<file path="config.mk">
export PLATFORM = sky130hd
export DESIGN_NAME = jtpopeye_dma
export DESIGN_NICKNAME = d
export VERILOG_FILES = /design/src/rtl/jtpopeye_dma.sv
export SDC_FILE = /design/constraint.sdc
export NUM_CORES = 1
export LEC_CHECK = 0
export CORE_MARGIN = 2
export CORE_UTILIZATION = 40
export CTS_CLUSTER_DIAMETER = 120
export DETAILED_ROUTE_END_ITERATION = 6
export SETUP_SLACK_MARGIN = 0.5
export SYNTH_ARGS = -nofsm -noshare
export SYNTH_HDL_FRONTEND = slang
export SYNTH_SLANG_ARGS = --single-unit
export TNS_END_PERCENT = 10
</file>
<file path="constraint.sdc">
create_clock -name clk -period 4.9 [get_ports clk]
set_clock_uncertainty 0.15 [all_clocks]
set_input_delay 1.47 -clock clk [delete_from_list [all_inputs] [get_ports clk]]
set_output_delay 1.47 -clock clk [all_outputs]
set_load 0.005 [all_outputs]
</file>
<file path="src/rtl/jtpopeye_dma.sv">
// Object DMA engine: on each VB rise it takes the Z80 bus and copies LEN bytes from the top
// 1 kB of main RAM into the object buffer through a fixed-latency read pipeline.
module jtpopeye_dma #(
  parameter int unsigned LEN    = 1024,
  parameter int unsigned RD_LAT = 2
) (
  input  logic       clk,
  input  logic       rst_n,
  input  logic       cen,
  input  logic       VB,
  output logic       busrq_n,
  input  logic       busak_n,
  output logic       dma_cs,
  output logic [9:0] AD_DMA,
  input  logic [7:0] DD_DMA,
  output logic [9:0] obj_addr,
  output logic [7:0] obj_din,
  output logic       obj_we,
  output logic       INITEO,
  output logic       dma_done
);
  localparam int unsigned AW = 10;
  localparam int unsigned DW = 8;
  localparam int unsigned CW = 11;
  localparam logic [CW-1:0] LAST = CW'(LEN - 1);

  typedef enum logic [2:0] {IDLE, REQ, RUN, DRAIN, REL} state_t;

  state_t                    state_q, state_d;
  logic                      busrq_q, busrq_d;
  logic                      cs_q, cs_d;
  logic [AW-1:0]             ad_q, ad_d;
  logic [AW-1:0]             oaddr_q, oaddr_d;
  logic [DW-1:0]             odin_q, odin_d;
  logic                      we_q, we_d;
  logic                      init_q, init_d;
  logic                      done_q, done_d;
  logic                      abort_q, abort_d;
  logic                      vbl_q, vbl_d;
  logic [CW-1:0]             rd_cnt_q, rd_cnt_d;
  logic [CW-1:0]             wr_cnt_q, wr_cnt_d;
  logic [RD_LAT-1:0]         vld_q, vld_d;
  logic [RD_LAT-1:0][AW-1:0] idx_q, idx_d;
  logic                      trig;
  logic                      shift_en;
  logic                      push;
  logic [AW-1:0]             push_idx;

  assign trig = VB & ~vbl_q & cen;

  // Sequencing: every state change and pipeline step happens on a cen tick only
  always_comb begin
    state_d  = state_q;
    busrq_d  = busrq_q;
    cs_d     = cs_q;
    ad_d     = ad_q;
    oaddr_d  = oaddr_q;
    odin_d   = odin_q;
    we_d     = 1'b0;
    init_d   = init_q;
    done_d   = 1'b0;
    abort_d  = abort_q;
    vbl_d    = vbl_q;
    rd_cnt_d = rd_cnt_q;
    wr_cnt_d = wr_cnt_q;
    vld_d    = vld_q;
    idx_d    = idx_q;
    shift_en = 1'b0;
    push     = 1'b0;
    push_idx = '0;
    if (cen) begin
      vbl_d = VB;
      unique case (state_q)
        IDLE: if (trig) begin
          busrq_d = 1'b0;
          init_d  = 1'b1;
          state_d = REQ;
        end
        REQ: if (!busak_n) begin
          cs_d     = 1'b1;
          ad_d     = '0;
          rd_cnt_d = '0;
          wr_cnt_d = '0;
          abort_d  = 1'b0;
          shift_en = 1'b1;
          push     = 1'b1;
          state_d  = (LAST == '0) ? DRAIN : RUN;
        end
        RUN, DRAIN: begin
          if (busak_n) begin
            // Bus taken away under us: drop everything in flight
            cs_d    = 1'b0;
            busrq_d = 1'b1;
            abort_d = 1'b1;
            vld_d   = '0;
            state_d = REL;
          end else begin
            shift_en = 1'b1;
            if (state_q == RUN) begin
              push     = 1'b1;
              push_idx = ad_q + 1'b1;
              ad_d     = push_idx;
              rd_cnt_d = rd_cnt_q + 1'b1;
              if (rd_cnt_q + 1'b1 == LAST) state_d = DRAIN;
            end
            if (vld_q[RD_LAT-1]) begin
              oaddr_d  = idx_q[RD_LAT-1];
              odin_d   = DD_DMA;
              we_d     = 1'b1;
              wr_cnt_d = wr_cnt_q + 1'b1;
              if (wr_cnt_q == LAST) begin
                cs_d    = 1'b0;
                busrq_d = 1'b1;
                state_d = REL;
              end
            end
          end
        end
        REL: if (busak_n) begin
          init_d  = 1'b0;
          done_d  = ~abort_q;
          state_d = IDLE;
        end
        default: state_d = IDLE;
      endcase
      if (shift_en) begin
        for (int k = 1; k < int'(RD_LAT); k++) begin
          vld_d[k] = vld_q[k-1];
          idx_d[k] = idx_q[k-1];
        end
        vld_d[0] = push;
        idx_d[0] = push_idx;
      end
    end
  end

  always_ff @(posedge clk) begin
    if (!rst_n) begin
      state_q  <= IDLE;
      busrq_q  <= 1'b1;
      cs_q     <= 1'b0;
      ad_q     <= '0;
      oaddr_q  <= '0;
      odin_q   <= '0;
      we_q     <= 1'b0;
      init_q   <= 1'b0;
      done_q   <= 1'b0;
      abort_q  <= 1'b0;
      vbl_q    <= 1'b0;
      rd_cnt_q <= '0;
      wr_cnt_q <= '0;
      vld_q    <= '0;
      idx_q    <= '0;
    end else begin
      state_q  <= state_d;
      busrq_q  <= busrq_d;
      cs_q     <= cs_d;
      ad_q     <= ad_d;
      oaddr_q  <= oaddr_d;
      odin_q   <= odin_d;
      we_q     <= we_d;
      init_q   <= init_d;
      done_q   <= done_d;
      abort_q  <= abort_d;
      vbl_q    <= vbl_d;
      rd_cnt_q <= rd_cnt_d;
      wr_cnt_q <= wr_cnt_d;
      vld_q    <= vld_d;
      idx_q    <= idx_d;
    end
  end

  assign busrq_n  = busrq_q;
  assign dma_cs   = cs_q;
  assign AD_DMA   = ad_q;
  assign obj_addr = oaddr_q;
  assign obj_din  = odin_q;
  assign obj_we   = we_q;
  assign INITEO   = init_q;
  assign dma_done = done_q;

endmodule

</file>
* Yosys cells after proc, flatten, opt, wreduce, memory -nomap -nowiden
Index checks and enable logic that the tools add are counted.
Word-level totals: bits in registers 82, word-level logic and storage cells 111
Cells by class: add/sub/neg operators 3, equality and inequality tests 15, mux-type cells 49, bitwise gates (word level) 8, reduce and logical (&&, ||, !) cells 20
Operator list (number):
- two-way mux 10 bit | 6
- two-way mux 11 bit | 5
- case mux 11 bit (2 select lines) | 2
- two-way mux 3 bit | 8
- adder 11 x 1 -> 11 bit, second input constant | 2
- == test 11 x 10 -> 1 bit, second input constant | 2
- case mux 10 bit (2 select lines) | 1
- AND reduction 4 bit | 5
- AND reduction 5 bit | 4
- two-way mux 1 bit | 18
- inequality test 2 bit, second input constant | 7
- case mux 3 bit (4 select lines) | 1
- adder 10 x 1 -> 10 bit, second input constant | 1
- case mux 1 bit (2 select lines) | 5
- nonzero test 2 bit | 5
- == test 3 x 2 -> 1 bit, second input constant | 2
- two-way mux 2 bit | 3
- inequality test 3 bit, second input constant | 2
- inverter 1 bit | 6
- OR reduction 4 bit | 1
- == test 3 x 1 -> 1 bit, second input constant | 1
- == test 3 bit, second input constant | 1
- zero test 3 bit | 1
- AND reduction 3 bit | 1
- other kinds (4) | 5

* Logic depth before layout (Yosys ltp)
Gate-level depths: netlist of run 1.
depth in word-level cells 8, depth in mapped cells 7, gate-level depth less buffers 6

* Worst setup path before layout of run 1
No wires, ideal clock.
path kind input to register, start input busak_n, end register cs_q (netlist: dma_cs), arrival 2.589 ns, slack 2.046 ns, stages 4, cells stage by stage clkbuf_1 > or4b_2 > a21oi_1 > and3b_1
Between the ends: longest elaborated chain between the ends 2
Ends and longest elaborated chain:
- from (decl) | RTL line 12 | input logic busak_n,
- inequality test 3 bit (no source line), or another cell as far along
- AND reduction 5 bit (no source line) or case mux 1 bit (2 select lines) (tied branches)
- to (signal assigned) | RTL line 157 | cs_q <= cs_d;
- to (decl) | RTL line 31 | logic cs_q, cs_d;
Several ways; a longest one is shown, not always the timed one. A chain may end at the register's enable or synchronous reset.

* Worst setup path after layout of run 1
start input cen, end register rd_cnt_q[2]
Between the ends: longest elaborated chain between the ends 1
Ends and longest elaborated chain:
- from (decl) | RTL line 9 | input logic cen,
- AND reduction 5 bit (no source line)
- to (signal assigned) | RTL line 166 | rd_cnt_q <= rd_cnt_d;
- to (decl) | RTL line 40 | logic [CW-1:0] rd_cnt_q, rd_cnt_d;
No other way between the ends.

==> results of run 1 <==
[stage by stage]
step	power (mW)	setup slack, ns	util [%]
2_1_floorplan	0.739	2.05	-
3_3_place_gp	0.762	1.02	46.4
3_5_place_dp	0.762	0.917	46.4
4_1_cts	1.22	1.29	48.3
5_1_grt	1.27	1.07	48.3
6_report	1.21	1.29	48.3
[path summary, 6_finish.rpt]
path                                start                       end  slack, ns  cells after the start
setup / recovery                      cen  rd_cnt_q[2]$_SDFFE_PN0P_       1.29                      6
hold reg to reg    idx_q[13]$_SDFFE_PN0P_  obj_addr[3]$_SDFFE_PN0P_       0.31                      2
setup reg to reg  state_q[2]$_SDFFE_PN0P_  rd_cnt_q[2]$_SDFFE_PN0P_       2.62                      5
hold / removal     idx_q[13]$_SDFFE_PN0P_  obj_addr[3]$_SDFFE_PN0P_       0.31                      2
[power by group through the flow]
| stage | logic [mW] | clock network [mW] | registers [mW] |
|---|---|---|---|
| 6_report | 0.0670 | 0.460 | 0.678 |
| 5_1_grt | 0.0753 | 0.511 | 0.680 |
| 4_1_cts | 0.0682 | 0.476 | 0.678 |
| 3_5_place_dp | 0.0678 | 0 | 0.694 |
| 3_3_place_gp | 0.0675 | 0 | 0.694 |
| 2_1_floorplan | 0.0484 | 0 | 0.690 |
[layer usage]
metal | routed length, um | vias to the layer above | share of wire [%] | GRT usage (%)
met5 | 0 | - | 0 | 0
met4 | 99 | 0 | 1.2 | 6.03
met3 | 309 | 8 | 3.9 | 3.80
met2 | 3420 | 50 | 43 | 25.6
met1 | 4090 | 1417 | 52 | 22.5
li1 | - | 1591 | - | -
[sequential cells by signal (all words and copies together) (netlist names)]
name / flops
idx_q: 20
dma_cs: 1
obj_addr: 10
INITEO: 1
rd_cnt_q: 11
state_q: 3
abort_q: 1
obj_we: 1
dma_done: 1
busrq_n: 1
vld_q: 2
obj_din: 8
wr_cnt_q: 11
AD_DMA: 10
vbl_q: 1
[worst register-to-register path: stages, from the launching register on]
cell and delay, ns:
dfxtp_1 0.47, nor3b_4 0.39, nand3b_1 0.41, buf_4 0.33
or3_1 0.31, a21boi_1 0.16
[layout make-up]
type | count | area, um2 | share of cell area, %
inverters | 2 | 7.51 | 0.169
flip-flops and latches | 82 | 1640 | 36.9
clock buffers | 9 | 124 | 2.79
clock inverters | 7 | 58.8 | 1.32
repair buffers | 50 | 483 | 10.9
well taps | 111 | 139 | 3.12
multi-input cells | 332 | 1990 | 44.8
[logic make-up (layout without fill, tap and decap cells)]
family                     Yosys count  count (layout)  share of synthesized area, %
and+or+nand+nor                    205             205                          27.3
AOI/OAI and AO/OA                   98              98                          18.1
DFF                                 82              82                          43.4
buffers and inverters               33              68                          3.97
xor gates and xnor gates            22              22                          5.09
adders and majority gates            4               4                          1.32
muxes                                3               3                         0.794
[cells in the final DEF, fill, tap and decap left out, drive strengths merged, types with 6 or more instances in the layout]
cell           synthesis  final
nand2                 91     91
dfxtp                 82     82
clkdlybuf4s50          0     44
a21boi                42     42
nor2                  30     30
nor2b                 19     19
xor2                  15     15
a21oi                 15     15
nand3                 13     13
o21ai                 12     12
clkbuf                19      9
nor3                   8      8
xnor2                  7      7
and3                   6      6
buf                   12      6
==> summary.md, run 1 <==
| Metric | Value |
|---|---|
| Area delta synth->final | `17.5%` |
| Synth area leader | `dfxtp_1` |
| Dpl hpwl | `roughly 5.3 mm` |
| Pwr dens | `271 mW/mm2` |
| Critical path type | `in -> reg` |
| Predominant post-synthesis flop cell | `dfxtp_1` |
| Largest net degree at the start of global routing | `39` |
| Pins Over Slew Limit | `0` |
| Total die area | `between 0.01 and 0.015 mm2` |
| Final Cycle Share | `73.8%` |
| Syn Std Cell Area | `about 0.0038 mm2` |
| Largest cells by area after synthesis | `dfxtp_1, nand2_1, a21boi_0` |
| Layout Nets | `a little under 500` |
| Vias post-DR | `3066` |
| Core Box Area | `a little over 0.009 mm2` |
| Leak Pwr | `roughly 1.5 nW` |
| Initial Util | `roughly two fifths` |
| Setup_tns | `0 ns` |
| Crit. End Element | `register` |
| Pint | `approximately 0.9 mW` |
| Sequential share of power | `56.3%` |
| Most common cell in the netlist | `nand2_1` |
| Switching Fraction | `roughly a quarter` |
| Slowest stage delay, CP | `~0.69 ns` |
| Worst path cell trace | `clkdlybuf4s50_1 -> nor3b_4 -> nand3b_1 -> buf_4 -> or3_1 -> a21boi_1` |
| Cell variety after synth | `53` |
| Critical Path RT | `5.03 ns` |
| Vias in the first global route | `around 2800` |
| Fill cells | `approximately 920` |
| FMAX | `roughly 280 MHz` |
| Global-route wire length before repair | `about 14 mm` |
| Placed cell count | `577` |
| Clock transition at the registers of the reported paths | `about 0.10 ns` |
| Sequential area share after synthesis | `a little over two fifths` |
| Hold Fails Final Rpt | `0` |
| Total GRT Usage | `approximately 16%` |
| Ratio of cells with drive above 1 in the final layout | `6.85%` |
| Share of the synthesized area in the top cell type | `43.4%` |
| Post-Synthesis Net Count | `464` |
| Routed WL | `7.93 mm` |
| Critical path peak fanout | `12` |
| Post-CTS sizing | `0` |
| FFs w/ async S/R, synth | `0%` |
| Num CTS Buffers | `9` |
| Cells after Synth | `about 450` |
| CTS Hold Bufs | `0` |
| Outcome | `finished, final reports clean` |
| H-tree lvl count | `3` |
| DRC marker count from the first detailed-route iteration | `between 150 and 200` |
| Worst EP arrival | `between 3 and 4 ns` |
| FP Rows | `35` |
| Placed cell areas | `~0.0043 mm2` |
| Setup crit start kind | `primary input` |
| Slowest cell on the critical path | `clkdlybuf4s50_1` |
| Postcts setup bufs | `0` |
| # port buffers | `45` |
| Clk sink count | `82` |
| CTS Root Cell | `clkbuf_8` |
| Final setup fails | `0` |
| Warnings, synthesis | `0` |
| Antenna violations before repair | `0` |
| Placer Congestion | `between 0.8 and 0.9` |
| ANT cells | `0` |
| Worst-margin pin slew | `0.705 ns` |
| Total grt overflow | `0` |
| Clock Latency Late Sink | `0.36 ns` |
| Final min period | `about 3.6 ns` |
| FF+latch count, synth | `82` |
| WL/cell | `about 13 um` |
| Buf/Inv on CP | `2` |
| Die Ht | `101 um` |
| Clock share of power | `a little under two fifths` |
| Top post-synthesis cells by count | `nand2_1, dfxtp_1, a21boi_0` |
| DRT antenna net count | `0` |
| WHS | `0.310 ns` |
| P_sw | `0.310 mW` |
| Vias per inst | `5.17` |
| RSZ-0062 raised after global routing | `false` |
| Peak supply drop | `between 150 and 200 uV` |
| Non-filler cells, final | `around 600` |
| Final Cell Area | `~0.0044 mm2` |
| Drt drc | `0` |
| CTS tree | `yes` |
| Max_slew headroom | `between 50% and 60%` |
| Worst min-delay path category | `reg -> reg` |
| Syn_area_per_cell | `8.46 um2` |
| Max Root-Sink Buffers | `2` |
| Largest delay contributor family on the critical path | `simple AND/OR/NAND/NOR gates` |
| Post-synth EDFFs | `0` |
| I/O pin cnt | `46` |
| Max-cap violation count | `0` |
| Combinational Power Share | `under 10%` |
| Die width | `101 um` |
| Drt pass-1 iters | `5` |
No activity file was read; power rests on OpenSTA's default activity.
==> run 2: changes to the inputs <==
- clock period: 4.9 -> 3.45 ns (I/O delays scaled with it)
==> summary.md, run 2 (synthesis results as in run 1) <==
| Metric | Value |
|---|---|
| Vias per inst | `slightly above 5` |
| Pint | `approximately 1.3 mW` |
| CTS tree | `yes` |
| H-tree lvl count | `3` |
| Pwr dens | `roughly 390 mW/mm2` |
| Met2 Wirelength | `3.46 mm` |
| Critical path peak fanout | `20` |
| RR Endpoint | `state_q[0]$_SDFFE_PN0P_` |
| Worst min-delay path category | `reg -> reg` |
| Leak Pwr | `about 1.6 nW` |
| Total die area | `0.0103 mm2` |
| Num CTS Buffers | `9` |
| RSZ-0062 raised after global routing | `false` |
| Max-cap violation count | `0` |
| Sequential share of power | `a little under three fifths` |
| Total GRT Usage | `16.1%` |
| Placed cell areas | `roughly 0.0043 mm2` |
| M1 WL | `~4.0 mm` |
| R2r setup slk | `1.26 ns` |
| Initial Util | `roughly two fifths` |
| Clock transition at the registers of the reported paths | `0.09 ns` |
| Clock share of power | `approximately 39%` |
| Reg2reg start | `rd_cnt_q[0]$_SDFFE_PN0P_` |
| Core Box Area | `0.00920 mm2` |
| Layout Nets | `roughly 500` |
| Final setup fails | `0` |
| Most frequent cells in the layout | `nand2_1, dfxtp_1, clkdlybuf4s50_1` |
| Combinational Power Share | `under 10%` |
| Global-route wire length before repair | `between 10 and 15 mm` |
| Dpl hpwl | `5.20 mm` |
| Crit. End Element | `register` |
| Ratio of cells with drive above 1 in the final layout | `7.61%` |
| R2R depth | `6` |
| Die width | `~100 um` |
| DRT antenna net count | `0` |
| Postcts setup bufs | `0` |
| Worst Hold Launch | `obj_din[5]$_SDFFE_PN0P_` |
| Switching Fraction | `a little over a quarter` |
| Clk sink count | `82` |
| Routed WL | `7.85 mm` |
| Commonest non-fill, non-tap cell in the layout | `nand2_1` |
| # port buffers | `between 40 and 50` |
| CTS Hold Bufs | `0` |
| Hold Fails Final Rpt | `0` |
| Largest net degree at the start of global routing | `40` |
| Register with the most flip-flops | `idx_q` |
| I/O pin cnt | `between 40 and 50` |
| WHS Endpoint | `obj_din[5]$_SDFFE_PN0P_` |
| Vias post-DR | `between 3000 and 4000` |
| Post-CTS sizing | `0` |
| Worst EP arrival | `2.93 ns` |
| Biggest regs | `idx_q: 20 flops, rd_cnt_q: 11 flops, wr_cnt_q: 11 flops` |
| Peak supply drop | `177 uV` |
| Metal3 WL | `between 200 and 300 um` |
| Setup crit start kind | `primary input` |
| DRC marker count from the first detailed-route iteration | `between 150 and 200` |
| Die Ht | `approximately 100 um` |
| Clock Latency Late Sink | `0.35 ns` |
| Vias in the first global route | `2801` |
| Worst hold path cell count | `2` |
| Pins Over Slew Limit | `0` |
| Max reg flops | `20` |
| Area delta synth->final | `19.0%` |
| WL/cell | `13.1 um` |
| CTS Root Cell | `clkbuf_8` |
| Max_slew headroom | `between 40 and 50%` |
| Final Cycle Share | `between 80% and 90%` |
| Outcome | `finished, final reports clean` |
| Antenna violations before repair | `0` |
| Max Root-Sink Buffers | `2` |
| Final min period | `about 2.8 ns` |
| Tot Pwr | `1.74 mW` |
| Critical path type | `in -> reg` |
| P_sw | `roughly 0.46 mW` |
| Drt drc | `0` |
| Layout Utilization | `approximately half` |
| Top routing layer in use | `met4` |
| Worst-margin pin slew | `between 0.7 and 0.8 ns` |
| FMAX | `~360 MHz` |
| Total grt overflow | `0` |
| Drt pass-1 iters | `4` |
| Placer Congestion | `slightly above 0.8` |
| Critical Path RT | `about 3.6 ns` |
| FP Rows | `35` |
| Final Cell Area | `~0.0045 mm2` |
| Setup_tns | `0 ns` |
| ANT cells | `0` |
==> run 2: cell count changes in the layout (fill, tap and decap cells not counted) <==
cell and delta:
buf_12 +1, clkinv_4 +1, clkinvlp_4 -3, inv_8 +1, clkinv_8 +1, buf_4 +3
==> run 2: critical path, cell delays in order <==
cell,delay [ns]
clkdlybuf4s50_1,0.56
or3b_1,0.54
nor3b_4,0.28
buf_12,0.18
a41o_1,0.18
o211a_1,0.14
==> run 2: per-stage QoR <==
step                      hold slack [ns]  setup slack, ns  cells
final                               0.315            0.674    597
after global routing                0.331            0.581    597
after CTS                           0.314            0.689    597
after detailed placement            0.302            0.331    581
after global placement              0.298            0.358    581
after floorplan                     0.278             1.03    447
==> run 2: power by group through the flow <==
stage / Combinational (mW) / Sequential, mW / Clock, mW
after global routing: 0.109 / 0.966 / 0.738
final: 0.0981 / 0.964 / 0.681
after global placement: 0.0979 / 0.986 / 0
after CTS: 0.0994 / 0.964 / 0.703
after detailed placement: 0.0983 / 0.986 / 0
after floorplan: 0.0687 / 0.980 / 0
==> run 2: per-layer routing <==
layer  track usage [%]  vias up
li1                  -     1603
met3              3.04        7
met1              22.2     1407
met5                 0        -
met4              6.96        0
met2              24.7       51
==> run 2: how the worst max path moves through the flow <==
| stage | cells past startpoint | from | slack, ns | to |
|---|---|---|---|---|
| 2_1_floorplan | 4 | busak_n | 1.03 | dma_cs$_SDFFE_PN0P_ |
| 3_5_place_dp | 6 | cen | 0.33 | rd_cnt_q[6]$_SDFFE_PN0P_ |
| 5_1_grt | 6 | cen | 0.58 | wr_cnt_q[5]$_SDFFE_PN0P_ |
| 4_1_cts | 6 | cen | 0.69 | rd_cnt_q[6]$_SDFFE_PN0P_ |
| 6_report | 6 | cen | 0.67 | rd_cnt_q[6]$_SDFFE_PN0P_ |
| 3_3_place_gp | 6 | cen | 0.36 | wr_cnt_q[10]$_SDFFE_PN0P_ |
==> run 2: cell type report <==
type	count	area (um2)
fill	912	4690
inverter	2	7.51
sequential	82	1640
tap	111	139
clock inverter	7	72.6
multi-input combinational	332	1990
timing repair buffer	54	526
clock buffer	9	124
==> run 3: changes to the inputs <==
- clock period: 3.45 -> 2.78 ns (I/O delays scaled with it)
==> summary.md, run 3 (synthesis results as in run 1) <==
| Metric | Value |
|---|---|
| Num CTS Buffers | `9` |
| Ratio of cells with drive above 1 in the final layout | `a little over an eighth` |
| CTS Hold Bufs | `0` |
| DP Worst Slack | `-0.0332 ns` |
| Worst min-delay path category | `reg -> reg` |
| Critical path type | `reg -> out` |
| FMAX | `about 440 MHz` |
| Leak Pwr | `around 1.7 nW` |
| Vias post-DR | `3211` |
| RR Endpoint | `state_q[0]$_SDFFE_PN0P_` |
| Max_slew headroom | `roughly 53%` |
| Die width | `101 um` |
| # port buffers | `45` |
| Most frequent cells in the layout | `nand2_1, dfxtp_1, clkdlybuf4s50_1` |
| Biggest regs | `idx_q: 20 flops, rd_cnt_q: 11 flops, wr_cnt_q: 11 flops` |
| Worst Hold Launch | `idx_q[8]$_SDFFE_PN0P_` |
| Critical Path RT | `roughly 1.8 ns` |
| Final setup fails | `0` |
| Reg2reg start | `state_q[1]$_SDFFE_PN0P_` |
| Hold Fails Final Rpt | `0` |
| Largest delay contributor family on the critical path | `buffers and inverters` |
| Commonest non-fill, non-tap cell in the layout | `nand2_1` |
| Largest net degree at the start of global routing | `36` |
| Clock transition at the registers of the reported paths | `about 0.090 ns` |
| Worst EP arrival | `between 1 and 1.5 ns` |
| Fill cells | `around 870` |
| Critical path peak fanout | `7` |
| Dpl hpwl | `around 5.3 mm` |
| CTS Root Cell | `clkbuf_8` |
| DRT antenna net count | `0` |
| Pwr dens | `490 mW/mm2` |
| Routed WL | `8.32 mm` |
| Clock Latency Late Sink | `around 0.36 ns` |
| Outcome | `finished, final reports clean` |
| Max Root-Sink Buffers | `2` |
| Clk sink count | `82` |
| Die Ht | `~100 um` |
| Worst-margin pin slew | `just over 0.7 ns` |
| Non-filler cells, final | `612` |
| Layout Nets | `~510` |
| Drt drc | `0` |
| I/O pin cnt | `46` |
| WHS Endpoint | `idx_q[18]$_SDFFE_PN0P_` |
| FP Rows | `35` |
| Slowest cell on the critical path | `clkdlybuf4s50_1` |
| Antenna violations before repair | `0` |
| Total grt overflow | `0` |
| WL/cell | `~14 um` |
| Pins Over Slew Limit | `0` |
| H-tree lvl count | `3` |
| Buf/Inv on CP | `1` |
| Placed cell count | `590` |
| Max-cap violation count | `0` |
| Worst path cell trace | `clkdlybuf4s50_1` |
| Slowest stage delay, CP | `0.52 ns` |
| R2R depth | `3` |
| Core Box Area | `~0.0092 mm2` |
| Area delta synth->final | `26.1%` |
| Vias per inst | `5.25` |
| Setup crit start kind | `register` |
| Final Cycle Share | `around 82%` |
| R2r setup slk | `0.72 ns` |
| Worst hold path cell count | `2` |
| Placer Congestion | `0.831` |
| Final min period | `2.27 ns` |
| Final WS setup | `between 0.5 and 0.6 ns` |
| ANT cells | `0` |
| Peak supply drop | `262 uV` |
| Max reg flops | `20` |
| Vias in the first global route | `around 3000` |
| DRC marker count from the first detailed-route iteration | `around 140` |
| Crit. End Element | `primary output` |
| CTS tree | `yes` |
| RSZ-0062 raised after global routing | `true` |
| Register with the most flip-flops | `idx_q` |
| Initial Util | `between 40% and 50%` |
| Tot Pwr | `roughly 2.3 mW` |
| Drt pass-1 iters | `4` |
| Total GRT Usage | `~17%` |
| Total die area | `between 0.01 and 0.015 mm2` |
| Global-route wire length before repair | `around 14 mm` |
## run 3: cell count changes in the layout (fill, tap and decap cells not counted), sizes merged
cell           before  now
clkdlybuf4s50      44   42
buf                10   23
dlygate4sd2         0    2
clkinv              2    0
bufbuf              0    2
bufinv              0    2
## run 3: area by class of cell
type	count	area, um2	share of cell area, %
clock inverter	7	105	2.20
tap	111	139	2.91
sequential	82	1650	34.7
multi-input combinational	332	2010	42.1
timing repair buffer	69	731	15.3
inverter	2	7.51	0.157
clock buffer	9	124	2.60
## run 3: how the worst max path moves through the flow
stage / endpoint / slack, ns / depth (start not counted) / start
2_1_floorplan: dma_cs$_SDFFE_PN0P_ / 0.56 / 4 / busak_n
6_report: AD_DMA[2] / 0.51 / 1 / AD_DMA[2]$_SDFFE_PN0P_
4_1_cts: AD_DMA[4] / 0.43 / 1 / AD_DMA[4]$_SDFFE_PN0P_
3_3_place_gp: rd_cnt_q[6]$_SDFFE_PN0P_ / -0.01 / 6 / cen
5_1_grt: AD_DMA[6]$_SDFFE_PN0P_ / 0.45 / 8 / busak_n
3_5_place_dp: AD_DMA[1]$_SDFFE_PN0P_ / -0.03 / 6 / cen
## run 3: repair_timing
item	CTS	global route
pin swaps	3	1
setup endpoints to repair	63	29
buffers inserted	4	0
gates cloned	2	0
gates resized for setup	9	11
hold endpoints to repair	0	0
## run 3: where the power goes
group	switching [mW]	internal (mW)	total, mW
sequential	0.0139	1.18	1.20
clock	0.478	0.522	1.00
combinational	0.0662	0.0751	0.141
total	0.558	1.78	2.34
## run 3: metal layers
| metal | vias up | share of wire [%] | GRT usage, % |
|---|---|---|---|
| met5 | - | 0 | 0 |
| met4 | 0 | 1.7 | 6.24 |
| met3 | 16 | 5.0 | 4.00 |
| met2 | 79 | 44 | 26.2 |
| met1 | 1489 | 49 | 23.2 |
| li1 | 1627 | - | - |
## run 3: through the flow
stage / TNS [ns] / cell area, um2 / hold slack (ns) / util [%]
floorplan: 0 / 3780 / 0.278 / -
global placement: -0.0214 / 4400 / 0.293 / 47.8
detailed placement: -0.175 / 4400 / 0.306 / 47.8
CTS: 0 / 4750 / 0.318 / 51.7
global route: 0 / 4770 / 0.338 / 51.9
finish: 0 / 4770 / 0.313 / 51.9
